[config.mk]
export PLATFORM = sky130hd
export DESIGN_NAME = negation_scheduler
export DESIGN_NICKNAME = d
export VERILOG_FILES = /design/src/rtl/negation_scheduler.sv
export SDC_FILE = /design/constraint.sdc
export NUM_CORES = 1
export LEC_CHECK = 0
export CAP_MARGIN = 15
export CORE_UTILIZATION = 43
export DETAILED_ROUTE_END_ITERATION = 10
export GPL_ROUTABILITY_DRIVEN = 0
export GPL_TIMING_DRIVEN = 1
export HOLD_SLACK_MARGIN = 0.05
export PLACE_DENSITY = 0.83
export SYNTH_ARGS = -nofsm -noshare
export SYNTH_HDL_FRONTEND = slang
export SYNTH_SLANG_ARGS = --single-unit
[constraint.sdc]
create_clock -name clk -period 3.36 [get_ports clk]
set_clock_uncertainty 0.15 [all_clocks]
set_input_delay 0.672 -clock clk [delete_from_list [all_inputs] [get_ports clk]]
set_output_delay 0.672 -clock clk [all_outputs]
set_load 0.02 [all_outputs]
[src/rtl/negation_scheduler.sv]
// Round-robin arbiter in front of one shared two's-complement negator (~x + 1).
// Three-state handshake: grant/capture, compute, hold result until consumed.
module negation_scheduler #(
  parameter int WIDTH   = 32,
  parameter int NUM_REQ = 4,
  parameter int ID_W    = 2
) (
  input  logic                     clk,
  input  logic                     rst_n,
  input  logic [NUM_REQ-1:0]       req_valid,
  input  logic [NUM_REQ*WIDTH-1:0] req_operand,
  output logic [NUM_REQ-1:0]       req_ready,
  output logic                     resp_valid,
  input  logic                     resp_ready,
  output logic [WIDTH-1:0]         resp_data,
  output logic [ID_W-1:0]          resp_id,
  output logic                     resp_ovf,
  output logic                     busy
);

  typedef enum logic [1:0] {IDLE, COMPUTE, RESPOND} state_t;

  state_t                  state;
  logic [ID_W-1:0]         rr_ptr;
  logic [ID_W-1:0]         grant_idx;
  logic                    grant_vld;
  logic [ID_W:0]           idx;
  logic signed [WIDTH-1:0] op_p0;
  logic [ID_W-1:0]         id_p0;

  function automatic logic signed [WIDTH-1:0] negate(input logic signed [WIDTH-1:0] x);
    return ~x + {{(WIDTH-1){1'b0}}, 1'b1};
  endfunction

  // The most negative value is its own negation; flag it rather than saturate.
  function automatic logic is_most_neg(input logic signed [WIDTH-1:0] x);
    return x == {1'b1, {(WIDTH-1){1'b0}}};
  endfunction

  // Walk from farthest to nearest so the nearest valid requester after rr_ptr wins.
  always_comb begin
    grant_vld = 1'b0;
    grant_idx = '0;
    idx       = '0;
    for (int k = NUM_REQ; k >= 1; k--) begin
      idx = {1'b0, rr_ptr} + (ID_W+1)'(k);
      if (idx >= (ID_W+1)'(NUM_REQ))
        idx = idx - (ID_W+1)'(NUM_REQ);
      if (req_valid[idx[ID_W-1:0]]) begin
        grant_vld = 1'b1;
        grant_idx = idx[ID_W-1:0];
      end
    end
  end

  always_comb begin
    req_ready = '0;
    if (state == IDLE && grant_vld)
      req_ready = NUM_REQ'(1) << grant_idx;
  end

  assign busy = (state != IDLE);

  // p0: operand capture on the grant cycle
  always_ff @(posedge clk) begin
    if (state == IDLE && grant_vld) begin
      op_p0 <= req_operand[grant_idx*WIDTH +: WIDTH];
      id_p0 <= grant_idx;
    end
  end

  always_ff @(posedge clk or negedge rst_n) begin
    if (!rst_n) begin
      state      <= IDLE;
      rr_ptr     <= ID_W'(NUM_REQ-1);
      resp_valid <= 1'b0;
      resp_data  <= '0;
      resp_id    <= '0;
      resp_ovf   <= 1'b0;
    end else begin
      case (state)
        IDLE: begin
          if (grant_vld) begin
            rr_ptr <= grant_idx;
            state  <= COMPUTE;
          end
        end
        // p1: negation result registered onto the response port
        COMPUTE: begin
          resp_data  <= negate(op_p0);
          resp_ovf   <= is_most_neg(op_p0);
          resp_id    <= id_p0;
          resp_valid <= 1'b1;
          state      <= RESPOND;
        end
        RESPOND: begin
          if (resp_ready) begin
            resp_valid <= 1'b0;
            state      <= IDLE;
          end
        end
        default: state <= IDLE;
      endcase
    end
  end

endmodule

* After elaboration in Yosys (flattened, before gate mapping)
Cells that the tools add are included.
** Word-level totals
- Register bits :: 74
- Bits of input ports :: 135
- Word-level logic and storage cells :: 66
** Operators by class
- Add/sub/neg operators :: 9
- Order comparisons :: 8
- Eq/ne operators :: 5
- Shift-type cells :: 2
- Multiplexer cells :: 26
- Bitwise operators :: 1
- Reductions and logical operators :: 7
** Operators with widths (count)
- $shiftx 128x8->32 :: 1
- $add 32x1->32 const B :: 1
- $eq 32x32->1 const B :: 1
- $not 32->32 :: 1
- $mux 2 :: 10
- $ge 3x3->1 const B :: 4
- $lt 2x3->1 const B :: 4
- $mux 1 :: 9
- $bmux 1 s2 :: 4
- $sub 2x1->2 const B :: 4
- $add 2x2->3 const B :: 2
- $pmux 2 s3 :: 1
- $reduce_and 2->1 :: 3
- $mux 4 :: 1
- $ne 2x2->1 const B :: 2
- $reduce_bool 2->1 :: 2
- $shl 1x2->4 const A :: 1
- $add 2x1->3 const B :: 1
- $add 2x3->3 const B :: 1
- $eq 2x1->1 const B :: 1
- $eq 2x2->1 const B :: 1
- $logic_not 2->1 :: 1
- $pmux 1 s2 :: 1
- $logic_and 1x1->1 :: 1

* Depth between registers and ports, before layout
- Word-level depth :: 11
- Gate-level depth with buffers :: 8
- Mapped depth without buffers :: 6

* Worst setup path before layout
Ideal clock, no wire load.
- Path type :: input-to-output
- Start :: input port req_valid[1]
- End :: output port req_ready[0]
- Arrival :: 2371 ps
- Required time :: 2538 ps
- Path slack :: 167 ps
- Cell stages on the path :: 7
- Cells stage by stage :: nor2b_1 > a21oi_1 > o221a_2 > buf_2 > buf_1 > inv_1 > nor3_1
** On the way
- Cells in the longest elaborated chain, start to end :: 8
- Elaborated cells on any way between the ends :: 19
- Those cells by class :: shift (1); mux (17); reduce/logical (1)
** RTL lines
- start, declared :: line 10 : input logic [NUM_REQ-1:0] req_valid,
- $bmux 1 s2 :: line 49 : if (req_valid[idx[ID_W-1:0]]) begin
- $mux 1 (implied by the code) :: line 49
- $mux 2 (3 in series) :: line 49
- $mux 2 (*) :: line 49
- net grant_idx[0] :: line 25 : logic [ID_W-1:0] grant_idx;
- $shl 1x2->4 (*) :: line 59 : req_ready = NUM_REQ'(1) << grant_idx;
- $mux 4 (*) :: line 58 : if (state == IDLE && grant_vld)
- end, declared :: line 12 : output logic [NUM_REQ-1:0] req_ready,
The timed path passes the listed nets; every way through them passes the cells marked *. The select of a mux whose other input is x is not followed.

* Worst setup path in the final report
- Start :: input port req_valid[0]
- End :: output port req_ready[0]
Same word-level chain as after synthesis.

==> impl_metrics.toml <==
[status]
outcome = "finished, final reports clean"

[setup_path]
max_stage_delay_ns = 0.55
cp_data_arrival_time_ns = 2.38
r2r_slack_ns = 0.79
path_max_fanout = 6
cp.required_ns = 2.54
worstSetupStartpoint = "req_valid[0]"
crit_type = "input port to primary output"
end_kind = "primary output"
crit_slowest_cell = "clkdlybuf4s50_1"
path_cells = "clkdlybuf4s50_1 -> nand2_1 -> a21oi_1 -> o221a_2 -> inv_1 -> nor3_1 -> dlygate4sd2_1"
critPathLaunchType = "input port"
regToRegStartpoint = "op_p0[5]"

[global_routing]
grt_overflow_total = 0
grt_max_degree = 42
grt_first_pass_wirelength_mm = 18.1
grt_pass1_vias = 3664
track_usage_pct = 23.8
antenna_found_initial = 0

[synthesis]
yosys-top-cells-area = "edfxtp_1 24%, dfrtp_1 23%, mux4_2 17%"
yosysTopAreaCell = "edfxtp_1"
synthCells = 350
synth-seq-cells = 74
syn_area_um2 = 4170
synth_flop_cell = "dfrtp_1"
avgSynthCellArea_um2 = 11.9
async_reset_ff_share_pct = 54.1
synth_nets = 486
seq_area_frac_synth_pct = 48.6
netlist.area_leader.share_pct = 24.5
ys_warn_count = 0
synth.distinct_cells = 52
synth-edff-count = 34

[timing]
rsz0062_at_grt = "no"
period_minus_slack_ns = 3.21
hold_viol = 0
setup_viol_count_final = 0
tightest_slew_ns = 0.907
max_slew_margin_pct = 39.6
setup_ws_ns = 0.155
tns_ns = 0
fin_crit_sh_pct = 95.4
fmax_ghz = 0.312
final-max-slew-violation-count = 0

[run]
cap_violations = 0

[die]
rows = 35
initial_core_util_pct = 44.7
die_area_um2 = 10100
die_w_um = 100
io_pins = 176
die_h_um = 100
fp.coreArea_um2 = 9330

[layout]
num-fill-cells = 678
syn2layout_area_growth_pct = 49.7
antenna_cells = 0
drive_gt1_share_pct = 14.6
final_area_um2 = 6240
finalNetCount = 658
instances_no_fill = 656

[clock_tree]
cts.sink_count = 74
numCtsBuffers = 9
cts_root_buf = "clkbuf_8"
path_clk_slew_ns = 0.08
clk_latency_ns = 0.35
clk_path_buf_depth = 2
htreeDepth = 3
tritoncts = "yes"

[routing]
drt_pass1_iterations = 5
vias = 3687
vias_per_cell = 5.62
drtIter0Drc = 133
ant_nets = 0
drc = 0
wire_per_inst_um = 17.6
routed_wirelength_mm = 11.6

[pwr]
p_leak_nw = 2.29
power_density_nw_per_um2 = 819
vdd_drop_max_uv = 474
power_mw = 5.11

[placement]
dp_slack_ns = -0.126
placedCellCount = 637
place_area_um2 = 6040
dpl.hpwl_mm = 9.19
io_buffers = 175

[hold_path]
min_path_type = "input port to async pin"
-- placed cells by master, fill, tap and decap left out, types with 13 or more instances in the layout --
cell	synthesis	layout
nand2_1	41	41
edfxtp_1	34	34
nor2_1	13	13
dfrtp_1	38	38
o21ai_0	17	17
nor3_1	14	14
clkdlybuf4s50_1	0	170
mux4_2	32	32
o31ai_1	13	13
-- final cells by class --
| class | count | area [um2] | share of cell area (%) |
|---|---|---|---|
| clock inverter | 6 | 42.5 | 0.682 |
| clock buffer | 10 | 138 | 2.21 |
| inverter | 9 | 33.8 | 0.541 |
| tap | 129 | 161 | 2.59 |
| timing repair buffer | 187 | 1830 | 29.4 |
| sequential | 74 | 2020 | 32.4 |
| multi-input combinational | 241 | 2010 | 32.2 |
-- cells by family after synthesis --
| logic type | count (synthesis) | synth area share (%) |
|---|---|---|
| multiplexers | 34 | 17.8 |
| XOR/XNOR | 10 | 2.10 |
| AND/OR/NAND/NOR | 136 | 17.2 |
| flip-flops | 74 | 48.6 |
| AO/OA/AOI/OAI | 60 | 10.4 |
| adder cells (fa/ha/maj) | 1 | 0.300 |
| buffers and inverters | 35 | 3.69 |
-- routing by layer --
layer	track usage [%]	wire (um)
met1	29.9	4640
met2	41.1	5880
met3	3.33	746
met4	10.4	300
met5	0	0
-- state kept, by name (all words and copies together), names as in the netlist --
name and count:
id_p0 2, op_p0 32, resp_data 32, resp_id 2, resp_ovf 1, resp_valid 1, rr_ptr 2, state 2
-- metrics by stage --
| stage | util [%] | hold slack (ns) |
|---|---|---|
| finish | 66.9 | 0.301 |
| global route | 66.9 | 0.333 |
| CTS | 66.8 | 0.309 |
| detailed placement | 64.7 | 0.299 |
| global placement | 64.7 | 0.276 |
| floorplan | - | 0.226 |
-- report_power, final --
part | total (mW) | leakage [nW] | internal, mW | switching, mW
Sequential | 1.99 | 0.810 | 1.54 | 0.453
Clock | 0.619 | 0.0782 | 0.286 | 0.333
Combinational | 2.50 | 1.40 | 1.26 | 1.24
-- critical path: cells and delay by family --
family,cells,cell delay (ns)
buffers and inverters,3,1.00
AO/OA/AOI/OAI,2,0.43
AND/OR/NAND/NOR,2,0.29
-- cells in the mapped netlist, types with 3 or more instances --
cell	count
clkbuf_1	15
buf_2	3
buf_1	6
nand2b_1	6
nor4_1	12
or2_2	3
nand2_1	41
inv_1	9
a311o_1	3
o31a_2	3
xor2_1	5
and2_1	3
dfrtp_1	38
nand4_1	7
mux4_2	32
o21ai_0	17
or4_1	6
o31a_1	3
edfxtp_1	34
xnor2_1	5
o31ai_1	13
nor2_1	13
a21oi_1	6
or3_1	7
a22oi_1	3
nand3_1	11
nor3_1	14
-- what timing repair did --
item,4_1_cts,5_1_grt
resized for setup,3,4
buffers inserted,2,1
cloned,0,0
endpoints found under the setup margin,3,2
pin swaps,1,1
hold buffers,0,0
-- worst paths after layout --
path,endpoint,cells after the start
max,req_ready[0],7
min in group clk,resp_id[0],2
min reg2reg,resp_id[0],2
max reg2reg,resp_data[26],4
min,resp_id[1],1
max in group asynchronous,resp_data[26],1
Note: power is estimated with default switching activity, not from simulation.
